--- config.mk ---
export PLATFORM = sky130hd
export DESIGN_NAME = bcd2bin_seq
export DESIGN_NICKNAME = d
export VERILOG_FILES = /design/src/rtl/bcd2bin_pkg.sv /design/src/rtl/bcd2bin.sv /design/src/rtl/bcd2bin_seq.sv
export SDC_FILE = /design/constraint.sdc
export NUM_CORES = 1
export LEC_CHECK = 0
export ABC_CLOCK_PERIOD_IN_PS = 10200
export CAP_MARGIN = 5
export CORE_UTILIZATION = 65
export CTS_BUF_LIST = sky130_fd_sc_hd__clkbuf_2 sky130_fd_sc_hd__clkbuf_4 sky130_fd_sc_hd__clkbuf_8
export CTS_CLUSTER_DIAMETER = 120
export DETAILED_ROUTE_END_ITERATION = 16
export PLACE_DENSITY = 0.84
export SYNTH_ARGS = -nofsm -noshare
export SYNTH_HDL_FRONTEND = slang
export SYNTH_SLANG_ARGS = --single-unit
export TNS_END_PERCENT = 30
--- constraint.sdc ---
create_clock -name clk_i -period 10.2 [get_ports clk_i]
set_input_delay 1.02 -clock clk_i [delete_from_list [all_inputs] [get_ports clk_i]]
set_output_delay 1.02 -clock clk_i [all_outputs]
set_load 0.005 [all_outputs]
--- src/rtl/bcd2bin_pkg.sv ---
// Shared types and helpers for the ASCII digit-string to binary converter.
package bcd2bin_pkg;

    typedef enum logic [1:0] {
        COLLECT,
        CONVERT,
        DONE
    } state_t;

    localparam logic [4:0] INVALID_DIGIT = 5'd16;

    // Map one ASCII hex character to its digit value; anything else is INVALID_DIGIT.
    function automatic logic [4:0] ascii2dig(input logic [7:0] ch);
        logic [4:0] dig;
        dig = INVALID_DIGIT;
        if (ch >= 8'h30 && ch <= 8'h39) begin
            dig = 5'(ch - 8'h30);
        end else if (ch >= 8'h61 && ch <= 8'h66) begin
            dig = 5'(ch - 8'h61) + 5'd10;
        end else if (ch >= 8'h41 && ch <= 8'h46) begin
            dig = 5'(ch - 8'h41) + 5'd10;
        end
        return dig;
    endfunction

endpackage

--- src/rtl/bcd2bin.sv ---
// Weighted accumulator: acc <= (clr ? 0 : acc) + bcd * wgt when nd is set, modulo 2^BB.
module bcd2bin #(
    parameter int BB = 32,
    parameter int MB = 29
) (
    input  logic          clk_i,
    input  logic          rst_ni,
    input  logic          clr_i,
    input  logic          nd_i,
    input  logic [3:0]    bcd_i,
    input  logic [MB-1:0] wgt_i,
    output logic [BB-1:0] q_o
);

    logic [MB+3:0] prod;
    logic [BB-1:0] term;
    logic [BB-1:0] acc;

    always_comb begin
        prod = (MB+4)'(wgt_i) * (MB+4)'(bcd_i);
        term = BB'(prod);
    end

    always_ff @(posedge clk_i or negedge rst_ni) begin
        if (!rst_ni) begin
            acc <= '0;
        end else if (clr_i) begin
            acc <= nd_i ? term : '0;
        end else if (nd_i) begin
            acc <= acc + term;
        end
    end

    assign q_o = acc;

endmodule

--- src/rtl/bcd2bin_seq.sv ---
// Collects an MSB-first ASCII digit string into a LIFO, then pops LSB-first
// into the bcd2bin accumulator with weights radix^k.
module bcd2bin_seq
    import bcd2bin_pkg::*;
#(
    parameter int BB    = 32,
    parameter int MB    = 29,
    parameter int DEPTH = 8,
    parameter int AW    = 3
) (
    input  logic          clk_i,
    input  logic          rst_ni,
    input  logic [4:0]    radix_i,
    input  logic          ch_valid_i,
    output logic          ch_ready_o,
    input  logic [7:0]    ch_data_i,
    input  logic          ch_last_i,
    output logic          res_valid_o,
    input  logic          res_ready_i,
    output logic [BB-1:0] res_data_o,
    output logic          res_err_o
);

    localparam logic [AW:0]   DEPTH_C = (AW+1)'(DEPTH);
    localparam logic [AW:0]   CNT_ONE = (AW+1)'(1);
    localparam logic [MB-1:0] WGT_ONE = MB'(1);

    state_t        state;
    logic [3:0]    mem [DEPTH];
    logic [AW:0]   count;
    logic [MB-1:0] weight;
    logic [4:0]    radix_q;
    logic          err;
    logic          started;
    logic          first;
    logic          ready_q;
    logic          valid_q;

    logic [4:0]    dig;
    logic [4:0]    eff_radix;
    logic          accept;
    logic          push;
    logic [AW:0]   top_idx;
    logic [3:0]    top;
    logic [MB+4:0] wprod;
    logic          clr;
    logic          nd;

    always_comb begin
        dig       = ascii2dig(ch_data_i);
        // The first character of a string is judged against the live radix input
        eff_radix = started ? radix_q : radix_i;
        accept    = ch_valid_i && ready_q;
        push      = accept && (dig < eff_radix) && (count < DEPTH_C);
        top_idx   = count - CNT_ONE;
        top       = mem[top_idx[AW-1:0]];
        wprod     = (MB+5)'(weight) * (MB+5)'(radix_q);
        clr       = (state == CONVERT) && first;
        nd        = (state == CONVERT) && (count != '0);
    end

    always_ff @(posedge clk_i) begin
        if (push) begin
            mem[count[AW-1:0]] <= dig[3:0];
        end
    end

    always_ff @(posedge clk_i or negedge rst_ni) begin
        if (!rst_ni) begin
            state   <= COLLECT;
            count   <= '0;
            weight  <= WGT_ONE;
            radix_q <= 5'd2;
            err     <= 1'b0;
            started <= 1'b0;
            first   <= 1'b0;
            ready_q <= 1'b1;
            valid_q <= 1'b0;
        end else begin
            case (state)
                COLLECT: begin
                    if (accept) begin
                        if (!started) begin
                            started <= 1'b1;
                            radix_q <= radix_i;
                        end
                        if (push) begin
                            count <= count + CNT_ONE;
                        end else begin
                            err <= 1'b1;
                        end
                        if (ch_last_i) begin
                            state   <= CONVERT;
                            weight  <= WGT_ONE;
                            first   <= 1'b1;
                            ready_q <= 1'b0;
                        end
                    end
                end
                CONVERT: begin
                    first <= 1'b0;
                    if (count == '0) begin
                        state   <= DONE;
                        valid_q <= 1'b1;
                    end else begin
                        count  <= count - CNT_ONE;
                        weight <= wprod[MB-1:0];
                        // Weight overflow only matters if another digit still needs it
                        if ((|wprod[MB+4:MB]) && (count > CNT_ONE)) begin
                            err <= 1'b1;
                        end
                        if (count == CNT_ONE) begin
                            state   <= DONE;
                            valid_q <= 1'b1;
                        end
                    end
                end
                DONE: begin
                    if (res_ready_i) begin
                        state   <= COLLECT;
                        err     <= 1'b0;
                        started <= 1'b0;
                        weight  <= WGT_ONE;
                        valid_q <= 1'b0;
                        ready_q <= 1'b1;
                    end
                end
                default: state <= COLLECT;
            endcase
        end
    end

    bcd2bin #(
        .BB(BB),
        .MB(MB)
    ) u_acc (
        .clk_i (clk_i),
        .rst_ni(rst_ni),
        .clr_i (clr),
        .nd_i  (nd),
        .bcd_i (top),
        .wgt_i (weight),
        .q_o   (res_data_o)
    );

    assign ch_ready_o  = ready_q;
    assign res_valid_o = valid_q;
    assign res_err_o   = valid_q && err;

endmodule

# After elaboration in Yosys (flattened, before gate mapping)
# Memory sizes are Yosys's and may differ from the RTL's.
# Index checks and enable logic that the tools add are counted.
op_classes:
  n_mul: 2
  n_lt_le_gt_ge: 9
  n_addsub: 8
  n_eq_ne: 11
  reduce_logical: 28
  muxes: 42
ops:
  columns: ["operator", "n"]
  rows:
  - ["$mux 29", 4]
  - ["$mux 32", 3]
  - ["$pmux 29 s3", 1]
  - ["$mul 29x5->34", 1]
  - ["$add 32x32->32", 1]
  - ["$mul 29x4->32", 1]
  - ["$mux 5", 4]
  - ["$ge 8x7->1 const B", 2]
  - ["$le 8x7->1 const B", 2]
  - ["$mux 1", 15]
  - ["$mux 4", 3]
  - ["$ne 2x2->1 const B", 6]
  - ["$reduce_and 4->1", 3]
  - ["$add 5x4->5 const B", 2]
  - ["$logic_and 1x1->1", 10]
  - ["$mux 2", 5]
  - ["$sub 5x1->5 const B", 2]
  - ["$reduce_and 3->1", 3]
  - ["$ge 8x6->1 const B", 1]
  - ["$le 8x6->1 const B", 1]
  - ["$pmux 1 s2", 4]
  - ["$pmux 4 s2", 1]
  - ["$reduce_bool 2->1", 4]
  - ["$pmux 2 s3", 1]
  - ["20 further kinds", 20]
totals:
  elab_cells: 111
  register_bits: 77
  in_bits: 18
  memories: 1
  ramBits: 32
mem_list:
  columns: ["name", "depth", "width", "rd", "rd_ports_with_merged_regs", "write_ports", "line", "source"]
  rows:
  - ["mem", 8, 4, 1, 0, 1, "bcd2bin_seq.sv:29", "logic [3:0] mem [DEPTH];"]

# Logic depth before layout (Yosys ltp)
# Gate-level depths: netlist of run 1.
logic_depth:
  word_depth: 11
  ltp_mapped: 33

# By module
# From an unflattened synthesis of run 1, not the netlist that was laid out.
hier_totals:
  hier_cells: 1719
  area_unflattened_um2: 14915.6
by_module_without_submodules:
  columns: ["module", "area_each_um2", "cells_each", "n_inst"]
  rows:
  - ["bcd2bin_seq", 8408.1, 893, 1]
  - ["bcd2bin", 6507.5, 826, 1]

# Least setup slack after synthesis of run 1
# No wires, ideal clock.
synth_path:
  path_type: "reg2reg"
  start: "register count[0]"
  end: "register u_acc.acc[30] (netlist: u_acc.q_o[30])"
  setup_ns: 0.087
  t_required_ns: 10.113
  t_arrival_ns: 7.774
  stages_incl_launch_ff: 33
  path_slack_ns: 2.339
  n_path_buf: 4
  cell_sequence: "dfrtp_1 > clkbuf_1 > inv_1 > ha_1 > buf_1 > mux4_2 > mux2i_1 > clkbuf_1 > clkbuf_1 > nor2b_1 > fa_1 > inv_1 > fa_1 > inv_1 > ha_1 > and3_1 > and3_1 > a31oi_1 > a31oi_1 > a21o_1 > a211oi_1 > nor2_1 > ha_1 > a21o_1 > a21o_1 > a211oi_1 > a31oi_1 > a21oi_1 > a31oi_1 > o311a_1 > o21ai_0 > or3b_1 > o211ai_1"
synth_between:
  elab_chain_cells: 6
  word_cells_on_any_way: 10
  cone_classes: "2 x add/sub; 1 x mul; 3 x mux; 3 x reduce/logical; 1 x memory"
synth_lines:
  columns: ["element", "line", "source"]
  rows:
  - ["start: declaration", "bcd2bin_seq.sv:30", "logic [AW:0] count;"]
  - ["start signal: assignment", "bcd2bin_seq.sv:88", "count <= count + CNT_ONE;"]
  - ["start signal: assignment", "bcd2bin_seq.sv:106", "count <= count - CNT_ONE;"]
  - ["$sub 4x1->4", null, null]
  - ["$mem_v2 8x4", null, null]
  - ["$mul 29x4->32", "bcd2bin.sv:20", "prod = (MB+4)'(wgt_i) * (MB+4)'(bcd_i);"]
  - ["$add 32x32->32", "bcd2bin.sv:30", "acc <= acc + term;"]
  - ["$mux 32", "bcd2bin.sv:29", "end else if (nd_i) begin"]
  - ["$mux 32", "bcd2bin.sv:27", "end else if (clr_i) begin"]
  - ["end signal: assignment", "bcd2bin.sv:28", "acc <= nd_i ? term : '0;"]
  - ["end signal: assignment", "bcd2bin.sv:30", null]
  - ["end: declaration", "bcd2bin.sv:17", "logic [BB-1:0] acc;"]
# Several ways; a longest one is shown, not always the timed one. The select of a mux whose other input is x is not followed.
# A chain may end at the register's enable or synchronous reset.

# Worst setup path in the final report of run 1
# Ends and elaborated chain as after synthesis.

==> flow_summary.toml, run 1 <==
[timing]
hold_ws_ns = 0.511
rsz0062_at_grt = "no"
maxSlewViolCount = 0
worst_pin_slew_ns = 1.08
tns_ns = 0
max_freq_mhz = 122
fin_worst_skew_ns = 0.0188
post-route-period-util_pct = 80.6
timing.slew.headroom_pct = 27.7
setup_viol_count_final = 0
hold_violations = 0
min_period_ns = 8.22

[cts]
ctsRootBufferMaster = "clkbuf_8"
clock_latency_ns = 0.42
clkTransAtPathRegs_ns = 0.14
htree_levels = 3
clock_sinks = 109
cts_buffer_depth = 2
post_cts_resized = 0
hold_buffers = 0
numCtsBuffers = 9
post_cts_buffers = 0
cts_tree = "built"

[drt]
drt_iter0_drc = 920
antenna_left = 0
via_per_inst = 6.03
drc = 0
avgRoutedWirePerCell_um = 16.8
routed_wl_um = 33900
num_vias = 12144
dr.pass1.iters = 5

[floorplan]
io_pins = 53
initial_core_util_pct = 67.1
fp-row-count = 54
die_h_um = 153
core_um2 = 22100
die_width_um = 153
die_area_um2 = 23400

[yosys]
seq_area_frac_synth_pct = 19.5
syn_area_um2 = 14800
syn_nets = 2017
ys_types = 90
synth-main-ff-cell = "dfrtp_1"
async_flop_share_pct = 70.6
synthCells = 1738
synth_top_area_share_pct = 18.4
avgSynthCellArea_um2 = 8.53
synth.largest_area_cell = "fa_1"
synth_edf_count = 32
synth_warnings = 0
synth_area_leaders = "fa_1 18%, dfrtp_1 12%, ha_1 11%"
ys_ff_latch = 109

[grt]
grt-ovfl-total = 0
grt_pass1_vias = 12036
grt_max_degree = 49
grt_usage_pct = 30.7
antenna_found_initial = 0
grt_pass1_wl_um = 58900

[setup_path]
max_stage_delay_ns = 0.77
critPathRequiredTime_ns = 10.55
startpoint_type = "flip-flop"
endpoint_kind = "flip-flop"
ff2ff_path_depth = 28
crit_arrival_ns = 8.57
crit_path_top_delay_cell = "dfrtp_1"
path_class = "reg -> reg"
path_max_fanout = 29

[placed_design]
globalplace.congestion = 0.910
dpl.hpwl_um = 25900
numPortBuffers = 52

[hold_path]
hold_class = "in -> async"

[pwr]
vdd_drop_max_mv = 0.0671
power_density_nw_per_um2 = 49.7
p_leak_nw = 7.87

[final_layout]
diodes = 0
nets = 2009
layout-drive-gt1-share_pct = 3.92
area_delta_synth_final_pct = 5.55

[flow_run]
max_cap_viol_count = 0

[run_status]
status = "finished, final reports clean"
## cells by family (layout without fill, tap and decap cells)
family / count (synthesis) / count (layout) / synth area share (%)
flip-flops: 109 / 109 / 19.5
XOR/XNOR: 75 / 75 / 4.43
AO/OA/AOI/OAI: 400 / 400 / 17.5
buffers and inverters: 283 / 280 / 7.47
multiplexers: 25 / 25 / 2.40
AND/OR/NAND/NOR: 585 / 585 / 19.8
adder cells (fa/ha/maj): 261 / 261 / 28.9
## cell usage in the layout (no fill, tap or decap), types with 9 or more instances in the layout
| cell type | netlist | final |
|---|---|---|
| fa_1 | 136 | 136 |
| clkbuf_8 | 0 | 9 |
| nand4_1 | 9 | 9 |
| dfrtp_1 | 74 | 74 |
| nor3_1 | 15 | 15 |
| nand2b_1 | 30 | 30 |
| ha_1 | 125 | 125 |
| nor2_1 | 74 | 73 |
| and2_1 | 96 | 96 |
| o21a_1 | 17 | 17 |
| mux2i_1 | 13 | 10 |
| nor2b_1 | 77 | 77 |
| xnor2_1 | 38 | 38 |
| xor2_1 | 37 | 37 |
| a21oi_1 | 96 | 96 |
| a21o_1 | 59 | 59 |
| buf_4 | 1 | 9 |
| o31ai_1 | 9 | 9 |
| o21ai_0 | 112 | 112 |
| edfxtp_1 | 32 | 32 |
| nand3_1 | 27 | 27 |
| a31oi_1 | 19 | 19 |
| inv_1 | 203 | 203 |
| and3_1 | 17 | 17 |
| clkdlybuf4s50_1 | 0 | 51 |
| nand2_1 | 211 | 211 |
## metrics by stage
| step | worst slack (ns) | cells | utilization (%) | area [um2] | total power [mW] |
|---|---|---|---|---|---|
| 3_3_place_gp | 2.46 | 1999 | 69.8 | 15400 | 0.480 |
| 2_1_floorplan | 2.34 | 1738 | - | 14800 | 0.464 |
| 6_report | 1.98 | 2015 | 70.8 | 15600 | 0.778 |
| 4_1_cts | 1.99 | 2015 | 70.8 | 15600 | 0.784 |
| 5_1_grt | 1.38 | 2015 | 70.8 | 15600 | 0.799 |
| 3_5_place_dp | 2.18 | 1999 | 69.8 | 15400 | 0.481 |
## power by group
| group | internal (mW) | leakage [nW] | total [mW] | switching, mW |
|---|---|---|---|---|
| Sequential | 0.449 | 1.24 | 0.449 | 0 |
| Combinational | 0.00904 | 6.51 | 0.0229 | 0.0139 |
| Clock | 0.104 | 0.111 | 0.306 | 0.202 |
## cell usage after synthesis, types with 19 or more instances
library cell    n
nand3_1        27
dfrtp_1        74
clkbuf_1       72
and2_1         96
a21o_1         59
xnor2_1        38
a31oi_1        19
nand2b_1       30
edfxtp_1       32
o21ai_0       112
ha_1          125
a21oi_1        96
nor2_1         74
inv_1         203
nor2b_1        77
nand2_1       211
xor2_1         37
fa_1          136
## state kept, by name, summed over array words and instances (netlist names)
signal,count
count,4
radix_q,5
weight,29
state,2
first,1
ch_ready_o,1
u_acc.q_o,32
started,1
err,1
mem,32
res_valid_o,1
## per-layer routing
| metal | share of wire (%) | GRT usage [%] | vias to the layer above |
|---|---|---|---|
| met1 | 45 | 42.8 | 5863 |
| met2 | 47 | 51.0 | 427 |
| li1 | - | - | 5798 |
| met5 | 0 | 0 | - |
| met4 | 2.1 | 8.32 | 0 |
| met3 | 6.2 | 3.52 | 56 |
## final cells by class
type                            count  area (um2)
Clock buffer                        9         124
Clock inverter                      7        98.8
Fill cell                        1712        6450
Inverter                          204         766
Multi-Input combinational cell   1346       10800
Sequential cell                   109        2890
Tap cell                          280         350
Timing Repair Buffer               60         578
## critical path: cells and delay by family (launching register included)
family          cells  cell delay (ns)
fa+ha+maj           5             2.44
simple gates        6             1.04
xor+xnor            1             0.15
mux                 2             0.60
compound gates     10             2.46
buf+inv             4             0.67
flops               1             0.77
## final timing paths
| path | start | endpoint | slack [ns] |
|---|---|---|---|
| max in group asynchronous | rst_ni | weight[27] | 8.69 |
| worst max register to register | count[0] | u_acc.q_o[30] | 1.98 |
| worst max-delay path | count[0] | u_acc.q_o[30] | 1.98 |
| worst min register to register | u_acc.q_o[3] | u_acc.q_o[3] | 0.53 |
| min in group clk_i | u_acc.q_o[3] | u_acc.q_o[3] | 0.53 |
| worst min-delay path | rst_ni | u_acc.q_o[15] | 0.51 |
(Power assumes the default switching activity.)
==> inputs of run 2 (changes only) <==
Settings changed: ABC_CLOCK_PERIOD_IN_PS 10200 to 6800, CORE_UTILIZATION 65 to 59, PLACE_DENSITY 0.84 to 0.8.
Clock period 10.2 ns to 6.8 ns, I/O delays scaled along.
==> run 2 against run 1 <==
Fmax grew 23%; count of clock-buffer cells in the layout is the same; sequential share of layout area shrank 1.1 points; non-clock buffer count grew 53; core utilization shrank 3.0 points; first-iteration DRC count shrank 14%; sequential power grew 50%; via count grew 1.8%; register-to-register slack lost 1.8 ns.
==> flow_summary.toml, run 2 (synthesis gave the netlist of run 1 again) <==
[run_status]
status = "finished, final reports clean"

[cts]
cts_buffer_depth = 2
htree_levels = 3
clock_latency_ns = 0.42
clock_sinks = 109
hold_buffers = 0
numCtsBuffers = 9
clkTransAtPathRegs_ns = 0.14
ctsRootBufferMaster = "clkbuf_8"
cts_tree = "built"

[setup_path]
path_class = "reg -> reg"
path_max_fanout = 7
startpoint_type = "flip-flop"
path_common_cell = "a31oi_4"
crit_end = "u_acc.q_o[30]"
crit_start = "count[0]"
max_stage_delay_ns = 0.54
endpoint_kind = "flip-flop"
critPathRequiredTime_ns = 7.15
crit_path_top_delay_cell = "fa_1"
ff2ff_path_depth = 29
crit-reg2reg-launch = "count[0]"
crit_arrival_ns = 7.02
reg2reg_slack_ns = 0.13
reg2reg_to = "u_acc.q_o[30]"

[drt]
drt_iter0_drc = 794
via_per_inst = 5.85
antenna_left = 0
drc = 0
dr.pass1.iters = 5
num_vias = 12363
avgRoutedWirePerCell_um = 16.7
routed_wl_um = 35300

[pwr]
p_total_mw = 1.17
netSwitchingPower_uw = 326
p_comb_share_pct = 2.9
p_leak_nw = 8.20
p_seq_share_pct = 57.5
p_sw_share_pct = 27.9
p_int_uw = 844
power_density_nw_per_um2 = 70.5
vdd_drop_max_mv = 0.133
p_clk_share_pct = 39.5

[placed_design]
dpl.hpwl_um = 26900
globalplace.congestion = 1.04
pre_cts_slack_ns = -0.242
numPortBuffers = 52

[timing]
hold_ws_ns = 0.161
worst_pin_slew_ns = 1.04
min_period_ns = 6.67
setup_viol_count_final = 0
fin_worst_skew_ns = 0.0136
timing.slew.headroom_pct = 29.9
max_freq_mhz = 150
worst_slack_ns = 0.135
post-route-period-util_pct = 98.0
maxSlewViolCount = 0
hold_violations = 0

[grt]
grt_pass1_wl_um = 59100
grt-ovfl-total = 0
grt_usage_pct = 27.8
antenna_found_initial = 0
grt_pass1_vias = 12297
grt_max_degree = 50

[final_layout]
nets = 2062
final_common_cell = "nand2_1"
seq_area_um2 = 2890
area_delta_synth_final_pct = 12.0
diodes = 0
layout-drive-gt1-share_pct = 10.3
nFillCells = 1918
final_cell_mix = "210 x nand2_1, 202 x inv_1, 136 x fa_1"
multi_input_area_um2 = 11300

[floorplan]
die_h_um = 161
initial_core_util_pct = 60.6
core_um2 = 24500
io_pins = 53
die_width_um = 161
die_area_um2 = 25800
fp-row-count = 57

[flow_run]
max_cap_viol_count = 0

[hold_path]
hold_class = "in -> async"
[run 2: cell type report]
class	instances	area share, %
Timing Repair Buffer	113	6.20
Sequential cell	109	17.4
Tap cell	324	2.44
Multi-Input combinational cell	1346	68.0
Clock inverter	7	0.611
Inverter	204	4.61
Clock buffer	9	0.746
[run 2: through the flow]
step / cells / utilization (%) / area (um2) / setup TNS (ns)
5_1_grt: 2112 / 67.8 / 16600 / -0.406
4_1_cts: 2096 / 65.8 / 16100 / 0
6_report: 2112 / 67.8 / 16600 / 0
3_3_place_gp: 2080 / 64.6 / 15800 / 0
3_5_place_dp: 2080 / 64.6 / 15800 / -0.922
2_1_floorplan: 1738 / - / 14900 / 0
[run 2: worst max-delay path: cells and delay by family (launching register included)]
| kind | cells | cell delay (ns) |
|---|---|---|
| DFF | 1 | 0.43 |
| and+or+nand+nor | 3 | 0.55 |
| buffers and inverters | 4 | 0.36 |
| muxes | 2 | 0.57 |
| AOI/OAI and AO/OA | 14 | 2.40 |
| adders and majority gates | 5 | 2.10 |
| xor gates and xnor gates | 1 | 0.16 |
[run 2: power groups by stage]
stage	Clock (mW)	Sequential, mW	Combinational, mW
detailed placement	0	0.686	0.0347
floorplan	0	0.687	0.00913
finish	0.463	0.673	0.0344
global placement	0	0.686	0.0341
global route	0.485	0.673	0.0390
CTS	0.468	0.673	0.0349
[run 2: metal layers]
metal / vias up / wire length [um] / track usage, %
li1: 5896 / - / -
met1: 6059 / 15800 / 38.7
met2: 357 / 16900 / 46.3
met3: 51 / 1840 / 2.74
met4: 0 / 694 / 8.05
met5: - / 0 / 0
[run 2: timing repair]
item,4_1_cts,5_1_grt
cloned,0,3
endpoints found under the setup margin,7,9
buffers inserted,0,13
pin swaps,2,35
endpoints found under the hold margin,0,0
resized for setup,11,85
[run 2: worst min-delay path by stage]
stage	start	end	slack (ns)	cells after the start
2_1_floorplan	rst_ni	count[0]	0.38	0
3_3_place_gp	u_acc.q_o[10]	u_acc.q_o[10]	0.50	2
3_5_place_dp	u_acc.q_o[20]	u_acc.q_o[20]	0.51	2
4_1_cts	rst_ni	u_acc.q_o[4]	0.17	1
5_1_grt	rst_ni	u_acc.q_o[4]	0.19	1
6_report	rst_ni	u_acc.q_o[4]	0.16	1
